### src/rtl/pet_state_engine.sv
// pet_state_engine: four saturating need levels, a decay prescaler and a registered mood code.
// Optional build macro PET_DEATH_EN: three consecutive zero-health ticks latch the terminal DEAD mood.
module pet_state_engine #(
    parameter int CLK_HZ   = 50000000,
    parameter int TICK_SEC = 10,
    parameter int TEST_DIV = 10,
    parameter int MAX_LVL  = 5
) (
    input  logic       clk,
    input  logic       rst,
    input  logic       frio,
    input  logic       calor,
    input  logic       regluz,
    input  logic       cerca,
    input  logic       regjugar,
    input  logic       regalimentar,
    input  logic       regcurar,
    input  logic       regtest,
    output logic [2:0] hunger,
    output logic [2:0] energy,
    output logic [2:0] happy,
    output logic [2:0] health,
    output logic [2:0] state,
    output logic       test_mode,
    output logic       tick
);

    localparam int              PERIOD   = CLK_HZ * TICK_SEC;
    localparam int              CW       = $clog2(PERIOD);
    localparam logic [CW-1:0]   LIM_NORM = CW'(PERIOD - 1);
    localparam logic [CW-1:0]   LIM_TEST = CW'(PERIOD / TEST_DIV - 1);
    localparam logic [3:0]      MAX4     = 4'(MAX_LVL);
    localparam logic [2:0]      HIGH3    = 3'(MAX_LVL - 1);

    typedef enum logic [2:0] {
        S_IDLE   = 3'd0,
        S_HAPPY  = 3'd1,
        S_SAD    = 3'd2,
        S_HUNGRY = 3'd3,
        S_TIRED  = 3'd4,
        S_SICK   = 3'd5,
        S_SLEEP  = 3'd6,
        S_DEAD   = 3'd7
    } mood_t;

    mood_t         state_q;
    mood_t         state_d;
    mood_t         mood;

    logic          jugar_q, alim_q, curar_q, test_q;
    logic          jugar_rise, alim_rise, curar_rise, test_rise;
    logic          dead;
    logic          test_toggle, feed_go, play_go, cure_go;
    logic [CW-1:0] cnt;
    logic [CW-1:0] limit;
    logic          wrap, tick_now, decay;
    logic [3:0]    h4, e4, p4, l4;

    function automatic logic [3:0] dec4(input logic [3:0] v);
        return (v == 4'd0) ? 4'd0 : v - 4'd1;
    endfunction

    function automatic logic [3:0] sat4(input logic [3:0] v);
        return (v > MAX4) ? MAX4 : v;
    endfunction

    always_ff @(posedge clk) begin
        if (rst) begin
            jugar_q <= 1'b0;
            alim_q  <= 1'b0;
            curar_q <= 1'b0;
            test_q  <= 1'b0;
        end else begin
            jugar_q <= regjugar;
            alim_q  <= regalimentar;
            curar_q <= regcurar;
            test_q  <= regtest;
        end
    end

    assign jugar_rise = regjugar & ~jugar_q;
    assign alim_rise  = regalimentar & ~alim_q;
    assign curar_rise = regcurar & ~curar_q;
    assign test_rise  = regtest & ~test_q;

    // Cure cancels feed/play so the combined button chord only heals.
    assign test_toggle = test_rise & ~dead;
    assign feed_go     = alim_rise & ~regcurar & (state_q != S_SLEEP) & ~dead;
    assign play_go     = jugar_rise & ~regcurar & (state_q != S_SLEEP) & ~dead;
    assign cure_go     = curar_rise & ~dead;

    assign limit    = test_mode ? LIM_TEST : LIM_NORM;
    assign wrap     = (cnt >= limit);
    assign tick_now = wrap & ~test_toggle;
    assign decay    = tick_now & ~dead;

    always_ff @(posedge clk) begin
        if (rst) begin
            cnt       <= '0;
            tick      <= 1'b0;
            test_mode <= 1'b0;
        end else if (test_toggle) begin
            cnt       <= '0;
            tick      <= 1'b0;
            test_mode <= ~test_mode;
        end else if (wrap) begin
            cnt       <= '0;
            tick      <= 1'b1;
        end else begin
            cnt       <= cnt + 1'b1;
            tick      <= 1'b0;
        end
    end

    // Decay first with a floor at 0, then actions with the ceiling; 4 bits keep +2 from wrapping.
    always_comb begin
        h4 = {1'b0, hunger};
        e4 = {1'b0, energy};
        p4 = {1'b0, happy};
        l4 = {1'b0, health};
        if (decay) begin
            h4 = dec4(h4);
            e4 = regluz ? dec4(e4) : sat4(e4 + 4'd1);
            if (!cerca) p4 = dec4(p4);
            if (frio || calor || (hunger == 3'd0)) l4 = dec4(l4);
        end
        if (feed_go) h4 = sat4(h4 + 4'd2);
        if (play_go) begin
            p4 = sat4(p4 + 4'd2);
            e4 = dec4(e4);
        end
        if (cure_go) l4 = sat4(l4 + 4'd2);
    end

    always_ff @(posedge clk) begin
        if (rst) begin
            hunger <= 3'(MAX_LVL);
            energy <= 3'(MAX_LVL);
            happy  <= 3'(MAX_LVL);
            health <= 3'(MAX_LVL);
        end else begin
            hunger <= h4[2:0];
            energy <= e4[2:0];
            happy  <= p4[2:0];
            health <= l4[2:0];
        end
    end

    always_comb begin
        mood = S_IDLE;
        if (!regluz)                mood = S_SLEEP;
        else if (health <= 3'd1)    mood = S_SICK;
        else if (hunger <= 3'd1)    mood = S_HUNGRY;
        else if (energy <= 3'd1)    mood = S_TIRED;
        else if (happy <= 3'd1)     mood = S_SAD;
        else if (hunger >= HIGH3 && energy >= HIGH3 && happy >= HIGH3 && health >= HIGH3)
            mood = S_HAPPY;
    end

`ifdef PET_DEATH_EN
    logic [1:0] zero_cnt;

    always_ff @(posedge clk) begin
        if (rst) begin
            zero_cnt <= 2'd0;
        end else if (tick_now) begin
            if (health != 3'd0)         zero_cnt <= 2'd0;
            else if (zero_cnt != 2'd3)  zero_cnt <= zero_cnt + 2'd1;
        end
    end

    assign dead = (state_q == S_DEAD);

    always_comb begin
        state_d = mood;
        if (dead || (tick_now && (health == 3'd0) && (zero_cnt == 2'd2)))
            state_d = S_DEAD;
    end
`else
    assign dead = 1'b0;

    always_comb begin
        state_d = mood;
    end
`endif

    always_ff @(posedge clk) begin
        if (rst) state_q <= S_IDLE;
        else     state_q <= state_d;
    end

    assign state = state_q;

endmodule

### config.mk
export PLATFORM = sky130hd
export DESIGN_NAME = pet_state_engine
export DESIGN_NICKNAME = d
export VERILOG_FILES = /design/src/rtl/pet_state_engine.sv
export SDC_FILE = /design/constraint.sdc
export NUM_CORES = 1
export LEC_CHECK = 0
export BUFFER_PORTS_ARGS = -buffer_cell sky130_fd_sc_hd__buf_4
export CORE_MARGIN = 4
export CORE_UTILIZATION = 55
export DETAILED_ROUTE_END_ITERATION = 8
export GPL_ROUTABILITY_DRIVEN = 0
export PLACE_DENSITY = 0.79
export SKIP_CTS_REPAIR_TIMING = 1
export SKIP_LAST_GASP = 1
export SYNTH_ARGS = -nofsm -noshare
export SYNTH_HDL_FRONTEND = slang
export SYNTH_SLANG_ARGS = --single-unit
### constraint.sdc
create_clock -name clk -period 9.75 [get_ports clk]
set_input_delay 2.4375 -clock clk [delete_from_list [all_inputs] [get_ports clk]]
set_output_delay 2.4375 -clock clk [all_outputs]
set_load 0.1 [all_outputs]
==> qor.csv, run 1 <==
stage,metric,value,unit
sta,period_needed,4350,ps
worst_hold_path,min_path_type,flip-flop to flip-flop,
worst_setup_path,cpPeakStageDelay,430,ps
clock_network,cts.sinks,50,
drt,detail_route.vias_per_cell,5.59,
clock_network,path_clk_slew,90,ps
clock_network,clockRootBuffer,clkbuf_8,
outcome,status,"finished, final reports clean",
floorplan,core.rowCount,26,
floorplan,die-width,81.7,um
global_route,grt_pass1_vias,2405,
worst_setup_path,crit_type,input pin to flip-flop,
power,peakVddDrop,0.0597,mV
floorplan,die-area,6670,um^2
worst_setup_path,crit_path_end_kind,flip-flop,
floorplan,ios,27,
global_route,antenna_found_initial,0,
sta,slew_headroom,28.0,%
worst_hold_path,worstHoldStart,cnt[0],
worst_setup_path,worstPathRequired,10010,ps
synthesis,synth_area_per_cell,8.41,um^2
synthesis,synth_top_area_share,33.5,%
synthesis,yosysMostFrequentCell,nor2_1,
sta,tightest_slew,1080,ps
placed_design,place_area,3240,um^2
sta,rsz0062_at_grt,false,
worst_setup_path,arrival,4610,ps
sta,hold_violations,0,
sta,drv_slew,0,
synthesis,yosys_warnings,0,
sta,hold_ws,468,ps
clock_network,cts_buffer_depth,2,
synthesis,post-synth-top-area-cell,dfxtp_1,
drt,via_count,2520,
worst_setup_path,crit_start,regtest,
sta,period_share,44.6,%
worst_setup_path,crit_path_top_delay_cell,or3_1,
layout,fin_area,3350,um^2
drt,antenna_left,0,
sta,fmax,0.230,GHz
layout,drive_gt1_share,12.1,%
placed_design,port_buffers,26,
placed_design,dp_hpwl,4440,um
floorplan,die_h,81.7,um
synthesis,synthFlopType,dfxtp_1,
worst_setup_path,r2r-start,test_mode,
global_route,grt_pass1_wl,10500,um
power,leakagePower,1.36,nW
synthesis,synth_commonest_cells,"nor2_1, dfxtp_1, ha_1, nand2_1, inv_1",
floorplan,start_util,57.7,%
run,drv_cap,0,
layout,fillerInstances,435,
layout,num_antenna_cells,0,
global_route,grt_start_max_net_pins,30,
layout,synthToLayoutAreaGrowth,12.2,%
synthesis,ys_seq_area_share,33.5,%
layout,nets,421,
synthesis,syn_inst,355,
clock_network,numCtsBuffers,5,
sta,tns,0,ps
floorplan,core_area,5170,um^2
synthesis,syn_nets,396,
drt,drtPass1Iterations,5,
power,power_density,119,nW/um^2
synthesis,syn_area,2990,um^2
clock_network,tritoncts,yes,
drt,routed_wl,5980,um
synthesis,synth_edf_count,0,
worst_setup_path,startpoint_type,input pin,
sta,setup_violations,0,
layout,finalCoreUtilization,64.8,%
synthesis,synth_area_leaders,"dfxtp_1, ha_1, nor2_1",
clock_network,clock_latency,310,ps
worst_setup_path,cp_max_fo,7,
global_route,grt_usage,19.8,%
sta,finClkSkew,9.00,ps
synthesis,async_reset_ff_share,0,%
power,p_total,0.400,mW
global_route,overflow,0,
worst_setup_path,worst_path_most_repeated_cell,or3_1,
worst_setup_path,path_cells,buf_4 -> nor2b_1 -> or3_1 -> a21oi_1 -> mux2_2 -> ha_1 -> or3_1 -> a32oi_1 -> or2_2,
drt,drtIter0Drc,107,
drt,drc,0,
synthesis,yosysUniqueCellTypes,53,
synthesis,synth-seq-cells,50,
drt,wl_per_cell,13.3,um
clock_network,htree_levels,2,
==> worst max-delay path: cells and delay by family <==
family,cells,cell delay [ps]
AND/OR/NAND/NOR,4,1100
multiplexers,1,390
AO/OA/AOI/OAI,2,330
adder cells (fa/ha/maj),1,230
buffers and inverters,1,110
==> routing by layer <==
layer | vias to the layer above | routed length, um | track usage (%)
li1 | 1296 | - | -
met1 | 1184 | 2780 | 24.2
met2 | 31 | 2950 | 34.7
met3 | 9 | 158 | 3.73
met4 | 0 | 93 | 6.81
met5 | - | 0 | 0
==> where the power goes <==
group / internal [mW] / switching (mW)
combinational: 0.0138 / 0.0299
sequential: 0.207 / 0.00411
clock: 0.0766 / 0.0685
==> metrics by stage <==
step / instances / setup WS (ps)
after CTS: 451 / 5410
after global placement: 443 / 5150
after floorplan: 355 / 5250
after global routing: 451 / 5310
after detailed placement: 443 / 5090
final: 451 / 5400
==> path summary, 6_finish.rpt <==
| check | cells past startpoint | slack [ps] | end |
|---|---|---|---|
| max | 9 | 5400 | health[2] |
| min | 1 | 470 | cnt[0] |
| min reg2reg | 1 | 470 | cnt[0] |
| max reg2reg | 12 | 6080 | health[2] |
==> state kept, by name, summed over array words and instances, names as in the netlist <==
| name | flops |
|---|---|
| test_q | 1 |
| health | 3 |
| test_mode | 1 |
| state | 3 |
| happy | 3 |
| tick | 1 |
| energy | 3 |
| jugar_q | 1 |
| cnt | 29 |
| alim_q | 1 |
| curar_q | 1 |
| hunger | 3 |
==> layout by cell type, fill, tap and decap left out, types with 4 or more instances in the layout <==
| cell | netlist | layout |
|---|---|---|
| buf_4 | 0 | 27 |
| a21oi_1 | 17 | 17 |
| nand3_1 | 11 | 11 |
| dfxtp_1 | 50 | 50 |
| or4_1 | 4 | 4 |
| nand4_1 | 9 | 9 |
| xor2_1 | 18 | 18 |
| o21ai_0 | 5 | 5 |
| nor2b_1 | 7 | 7 |
| or3_1 | 5 | 5 |
| xnor2_1 | 10 | 10 |
| nor2_1 | 57 | 57 |
| and3_1 | 6 | 6 |
| nand2_1 | 26 | 26 |
| nor3_1 | 5 | 5 |
| mux2i_1 | 6 | 6 |
| ha_1 | 31 | 31 |
| clkbuf_8 | 0 | 5 |
| inv_1 | 22 | 22 |
| a211oi_1 | 7 | 7 |
==> logic make-up (layout without fill, tap and decap cells) <==
logic type,Yosys count,in the layout,synth area share (%)
AO/OA/AOI/OAI,58,58,13.5
XOR/XNOR,28,28,8.21
adder cells (fa/ha/maj),31,31,13.0
buffers and inverters,31,57,3.94
flip-flops,50,50,33.5
multiplexers,9,9,3.14
AND/OR/NAND/NOR,148,148,24.7
==> final cells by class <==
cell class                 count  area (um^2)  share of cell area [%]
clock buffer                   6         72.6                    2.16
clock inverter                 2         37.5                    1.12
inverter                      22         82.6                    2.46
multi-input combinational    274         1870                    55.7
sequential                    50         1000                    29.9
tap                           70         87.6                    2.61
timing repair buffer          27          203                    6.05
Power figures use the tool's default switching activity.
==> run 2, diff against run 1 <==
--- a/config.mk
+++ b/config.mk
@@ -5,12 +5,13 @@
 export SDC_FILE = /design/constraint.sdc
 export NUM_CORES = 1
 export LEC_CHECK = 0
+export ABC_AREA = 1
 export BUFFER_PORTS_ARGS = -buffer_cell sky130_fd_sc_hd__buf_4
 export CORE_MARGIN = 4
 export CORE_UTILIZATION = 55
 export DETAILED_ROUTE_END_ITERATION = 8
 export GPL_ROUTABILITY_DRIVEN = 0
-export PLACE_DENSITY = 0.79
+export PLACE_DENSITY = 0.78
 export SKIP_CTS_REPAIR_TIMING = 1
 export SKIP_LAST_GASP = 1
 export SYNTH_ARGS = -nofsm -noshare
==> constraint.sdc (replaced) <==
create_clock -name clk -period 4.1 [get_ports clk]
set_input_delay 1.025 -clock clk [delete_from_list [all_inputs] [get_ports clk]]
set_output_delay 1.025 -clock clk [all_outputs]
set_load 0.1 [all_outputs]
==> run 2 against run 1 <==
  * Utilization decreased by 2.3 points
  * Synthesized cell count rose by 36%
  * Final cell count grew 29%
  * Via count up 21%
  * Register-to-register slack lost 5400 ps
  * Synthesized area grew 13%
  * Sequential share of layout area shrank 2.8 points
  * Largest cell class unchanged
  * Cell area is 10% higher
==> qor.csv, run 2 <==
stage,metric,value,unit
outcome,status,"finished, final reports clean",
synthesis,synth_commonest_cells,"nand2_1, inv_1, nor2_1, dfxtp_1, nand3_1",
layout,final_cell_mix,"nand2_1, inv_1, nor2_1",
sta,tightest_slew,847,ps
synthesis,synth_area_per_cell,6.98,um^2
sta,finClkSkew,3.21,ps
worst_setup_path,arrival,3630,ps
drt,antenna_left,0,
placed_design,port_buffers,26,
sta,period_needed,3380,ps
layout,largest-register,cnt,
floorplan,core_area,5920,um^2
sta,drv_slew,0,
synthesis,synth_top_area_share,29.8,%
global_route,overflow,0,
worst_setup_path,crit_type,flip-flop to flip-flop,
floorplan,die_h,86.2,um
synthesis,ys_seq_area_share,29.8,%
worst_hold_path,worst_hold_path.endpoint,cnt[28],
synthesis,yosys_warnings,0,
synthesis,syn_nets,523,
layout,num_antenna_cells,0,
sta,tns,0,ps
clock_network,clockRootBuffer,clkbuf_8,
synthesis,synth_top_family_by_area,simple AND/OR/NAND/NOR gates,
layout,fin_area,3700,um^2
global_route,antenna_found_initial,0,
drt,drtPass1Iterations,4,
sta,rsz0062_at_grt,false,
sta,hold_violations,0,
clock_network,tritoncts,yes,
worst_setup_path,startpoint_type,flip-flop,
worst_hold_path,min_path_cells,2,
worst_setup_path,cp_max_fo,16,
synthesis,yosysUniqueCellTypes,40,
floorplan,die-area,7430,um^2
layout,multi_input_area,2030,um^2
placed_design,place_area,3590,um^2
sta,fmax,0.296,GHz
synthesis,synthMuxAreaShare,0.298,%
drt,detail_route.vias_per_cell,5.20,
clock_network,cts.sinks,50,
drt,routed_wl,7240,um
synthesis,synth_area_leaders,"dfxtp_1, ha_1, nand2_1",
global_route,grt_usage,20.6,%
synthesis,synth-seq-cells,50,
layout,final_common_cell,nand2_1,
power,leakagePower,1.63,nW
placed_design,post-place-ws,786,ps
synthesis,synth_edf_count,0,
drt,drtIter0Drc,210,
layout,largest_reg_flops,29,
run,drv_cap,0,
placed_design,dp_hpwl,5640,um
worst_setup_path,crit_path_end_kind,flip-flop,
power,peakVddDrop,0.248,mV
worst_setup_path,reg2reg_to,hunger[1],
global_route,grt_start_max_net_pins,24,
floorplan,start_util,56.8,%
sta,setup_violations,0,
synthesis,synth_fa_ha_area_share,11.5,%
drt,drc,0,
drt,wl_per_cell,12.4,um
sta,slew_headroom,43.0,%
synthesis,syn_inst,482,
synthesis,synthXorXnorAreaFrac,2.08,%
drt,via_count,3039,
global_route,grt_pass1_vias,2867,
synthesis,synthFlopType,dfxtp_1,
worst_hold_path,worstHoldStart,cnt[28],
clock_network,numCtsBuffers,5,
clock_network,htree_levels,2,
clock_network,path_clk_slew,100,ps
synthesis,syn_area,3360,um^2
power,power_density,289,nW/um^2
floorplan,core.rowCount,28,
worst_setup_path,worstPathRequired,4350,ps
synthesis,synth_compound_area_share,10.7,%
global_route,grt_pass1_wl,12500,um
floorplan,ios,27,
worst_setup_path,reg2reg_setup_slack,720,ps
floorplan,die-width,86.2,um
synthesis,post-synth-top-area-cell,dfxtp_1,
layout,regArea,1000,um^2
clock_network,cts_buffer_depth,2,
layout,fillerInstances,526,
sta,setup_ws,717,ps
clock_network,clock_latency,310,ps
worst_setup_path,reg2reg_depth,18,
layout,synthToLayoutAreaGrowth,10.1,%
layout,nets,549,
synthesis,async_reset_ff_share,0,%
layout,drive_gt1_share,13.0,%
synthesis,synth-simple-area-share,35.7,%
worst_setup_path,r2r-start,test_mode,
worst_hold_path,min_path_type,flip-flop to flip-flop,
synthesis,yosysMostFrequentCell,nand2_1,
sta,period_share,82.5,%
[run 2: changes by cell type after synthesis, moves of 8 or more]
cell     delta
inv_1      +49
nand2_1    +66
nand3_1    +21
nor2_1      +8
nor3_1     +10
o21ai_0    +17
xor2_1     -13
[run 2: power by group]
| group | switching (mW) | leakage, nW | internal (mW) |
|---|---|---|---|
| Sequential | 0.0165 | 0.407 | 0.498 |
| Combinational | 0.140 | 1.17 | 0.0538 |
| Clock | 0.178 | 0.0514 | 0.182 |
| Total | 0.334 | 1.63 | 0.734 |
[run 2: routing by layer]
layer,vias up,wire (um),track usage (%)
li1,1610,-,-
met1,1354,3440,26.7
met2,67,3410,34.5
met3,8,310,3.80
met4,0,84,7.08
met5,-,0,0
[run 2: worst max-delay path by stage]
stage          slack [ps]   endpoint  startpoint
6_report              720  hunger[1]   test_mode
3_3_place_gp          910  health[1]   test_mode
2_1_floorplan         540   happy[1]   test_mode
4_1_cts               750  hunger[1]   test_mode
5_1_grt               320  health[1]   test_mode
3_5_place_dp          790  health[1]   test_mode
[run 2: final cells by class]
class	instances	area share [%]
Clock buffer	6	1.96
Clock inverter	2	1.01
Inverter	73	7.40
Multi-Input combinational cell	352	54.8
Sequential cell	50	27.0
Tap cell	75	2.54
Timing Repair Buffer	26	5.27
[run 2: cells by family after synthesis]
kind of cell | count (synthesis)
buf+inv | 80
compound gates | 63
fa+ha+maj | 31
flops | 50
simple gates | 249
xor+xnor | 8
mux | 1
[run 2: stage by stage]
stage	power [mW]	instances	hold WS [ps]	utilization (%)
6_report	1.07	584	488	62.5
5_1_grt	1.11	584	526	62.5
4_1_cts	1.07	584	494	62.5
3_5_place_dp	0.719	576	477	60.7
3_3_place_gp	0.715	576	443	60.7
2_1_floorplan	0.674	482	429	-
[run 2: critical path, stage by stage (launching register included)]
cell and delay (ps):
dfxtp_1 580, inv_1 250, ha_1 340, nand2_1 90, nor2_1 70, o21ai_0 80, nand2_1 70, o21bai_1 180
nand3_2 290, nand2_4 270, inv_1 110, o21ai_0 240, ha_1 230, inv_1 50, nand4_1 110, nand3_1 110
nand2_1 90, nand2_1 60, nor2_1 90
==> run 3, diff against run 2 <==
==> constraint.sdc (replaced) <==
create_clock -name clk -period 3.47 [get_ports clk]
set_input_delay 0.8675 -clock clk [delete_from_list [all_inputs] [get_ports clk]]
set_output_delay 0.8675 -clock clk [all_outputs]
set_load 0.1 [all_outputs]
==> run 3 against run 2 <==
  * Hold slack worse by 10 ps
  * Die area stayed put
  * Sequential power is 18% higher
  * Highest routed layer unchanged
  * Sequential share of layout area hardly changed
  * Combinational power is 19% higher
  * Wire length is 0.12% higher
  * Non-clock buffer count is 1 higher
  * Total power is 18% higher
  * Flip-flop and latch count stayed put
  * Fmax is 12% higher
  * Utilization is 0.19 points higher
  * Global-route usage is 0.53 points higher
==> qor.csv, run 3 (same netlist as run 2, synthesis figures left out) <==
stage,metric,value,unit
clock_network,clockRootBuffer,clkbuf_8,
drt,drtIter0Drc,143,
outcome,status,"finished, final reports clean",
worst_setup_path,worstPathRequired,3680,ps
global_route,grt_start_max_net_pins,24,
layout,final_cell_mix,"nand2_1, inv_1, nor2_1",
floorplan,core.rowCount,28,
drt,drc,0,
global_route,overflow,0,
worst_setup_path,reg2reg_to,health[1],
sta,drv_slew,0,
worst_setup_path,path_cells,inv_1 -> ha_1 -> nand2_1 -> nor2_1 -> nand4_1 -> nor2_1 -> nand2_1 -> nand3_2 -> nand2_4 -> nor2_1 -> nand2_1 -> o21ai_0 -> inv_1 -> ha_1 -> inv_1 -> nand4_1 -> nand3b_1 -> nand2_1 -> nand2_1 -> nor2_1,
power,p_seq_share,48.1,%
drt,drtPass1Iterations,4,
worst_setup_path,crit_type,flip-flop to flip-flop,
worst_setup_path,crit_start,test_mode,
power,leakagePower,1.64,nW
layout,regArea,1000,um^2
sta,hold_violations,0,
placed_design,dp_cells,577,
global_route,grt_pass1_wl,13000,um
layout,largest-register,cnt,
layout,fin_area,3710,um^2
floorplan,die-area,7430,um^2
worst_setup_path,critical_path_buf_inv_count,3,
sta,finClkSkew,6.25,ps
sta,slew_headroom,36.9,%
layout,synthToLayoutAreaGrowth,10.4,%
layout,multi_input_area,2030,um^2
worst_setup_path,cp_top_family,simple AND/OR/NAND/NOR gates,
drt,via_count,3091,
placed_design,dp_hpwl,5610,um
worst_setup_path,crit_path_top_delay_cell,dfxtp_2,
layout,final_common_cell,nand2_1,
worst_hold_path,min_path_cells,2,
drt,detail_route.vias_per_cell,5.28,
worst_setup_path,cpPeakStageDelay,470,ps
power,peakVddDrop,0.269,mV
worst_setup_path,crit_path_end_kind,flip-flop,
sta,period_share,87.2,%
worst_setup_path,arrival,3240,ps
layout,drive_gt1_share,13.5,%
layout,stdcell_count,585,
clock_network,tritoncts,yes,
floorplan,die_h,86.2,um
global_route,grt_pass1_vias,2943,
power,switching_power,0.395,mW
worst_setup_path,worst_path_most_repeated_cell,nand2_1,
run,drv_cap,0,
layout,num_antenna_cells,0,
layout,largest_reg_flops,29,
drt,routed_wl,7250,um
worst_setup_path,r2r-start,test_mode,
floorplan,die-width,86.2,um
worst_setup_path,startpoint_type,flip-flop,
worst_setup_path,cp_max_fo,16,
clock_network,clock_latency,310,ps
sta,setup_ws,443,ps
power,clockPowerShare,33.7,%
power,power_density,341,nW/um^2
power,swShare,31.2,%
clock_network,numCtsBuffers,5,
floorplan,core_area,5920,um^2
placed_design,port_buffers,26,
worst_setup_path,cp.depth,20,
worst_setup_path,reg2reg_depth,20,
drt,wl_per_cell,12.4,um
placed_design,place_area,3600,um^2
global_route,antenna_found_initial,0,
power,power.internal,0.869,mW
clock_network,cts_buffer_depth,2,
global_route,grt_usage,21.1,%
floorplan,start_util,56.8,%
power,comb_power_share,18.2,%
worst_hold_path,min_path_type,flip-flop to flip-flop,
sta,period_needed,3030,ps
clock_network,cts.sinks,50,
sta,tns,0,ps
sta,rsz0062_at_grt,false,
drt,antenna_left,0,
sta,tightest_slew,938,ps
layout,nets,550,
placed_design,post-place-ws,513,ps
clock_network,path_clk_slew,100,ps
layout,fillerInstances,555,
floorplan,ios,27,
worst_setup_path,reg2reg_setup_slack,440,ps
sta,setup_violations,0,
sta,fmax,0.330,GHz
clock_network,htree_levels,2,
worst_setup_path,crit_path_end,health[1],
## run 3: cell types whose count changed in the layout (fill, tap and decap cells not counted)
cell / change
clkbuf_1: -1
clkinv_2: +1
inv_6: +1
clkinvlp_4: -1
dfxtp_1: -1
dfxtp_2: +1
buf_4: +1
## run 3: area by class of cell
type	count	share of cell area, %
clock buffers	5	1.85
clock inverters	3	1.18
inverters	73	7.38
multi-input cells	352	54.6
flip-flops and latches	50	27.0
well taps	75	2.53
repair buffers	27	5.46
## run 3: power by group through the flow
| stage | sequential [mW] | combinational (mW) | clock (mW) |
|---|---|---|---|
| finish | 0.608 | 0.230 | 0.426 |
| floorplan | 0.694 | 0.104 | 0 |
| global route | 0.611 | 0.253 | 0.454 |
| CTS | 0.608 | 0.230 | 0.428 |
| global placement | 0.621 | 0.225 | 0 |
| detailed placement | 0.621 | 0.229 | 0 |
## run 3: metrics by stage
stage                     total power, mW  util (%)  hold slack (ps)
after floorplan                     0.797         -              429
after global placement              0.846      60.8              446
after detailed placement            0.850      60.8              459
after CTS                            1.27      62.7              481
after global routing                 1.32      62.7              506
final                                1.26      62.7              478
## run 3: how the worst min path moves through the flow
stage,end,start
6_report,cnt[28],cnt[28]
5_1_grt,cnt[28],cnt[28]
4_1_cts,cnt[0],cnt[0]
3_5_place_dp,cnt[0],cnt[0]
3_3_place_gp,cnt[0],cnt[0]
2_1_floorplan,cnt[0],cnt[0]
## run 3: per-layer routing
layer | routed length, um | up-vias | global-route usage [%]
met5 | 0 | - | 0
met4 | 95 | 0 | 5.52
met3 | 329 | 10 | 4.18
met2 | 3520 | 69 | 37.7
met1 | 3310 | 1400 | 26.0
li1 | - | 1612 | -
## run 3: worst reg2reg max path: cells and delay by family (launching register included)
family	cells	cell delay, ps
adders and majority gates	2	520
DFF	1	470
AOI/OAI and AO/OA	1	70
and+or+nand+nor	14	1520
buffers and inverters	3	350
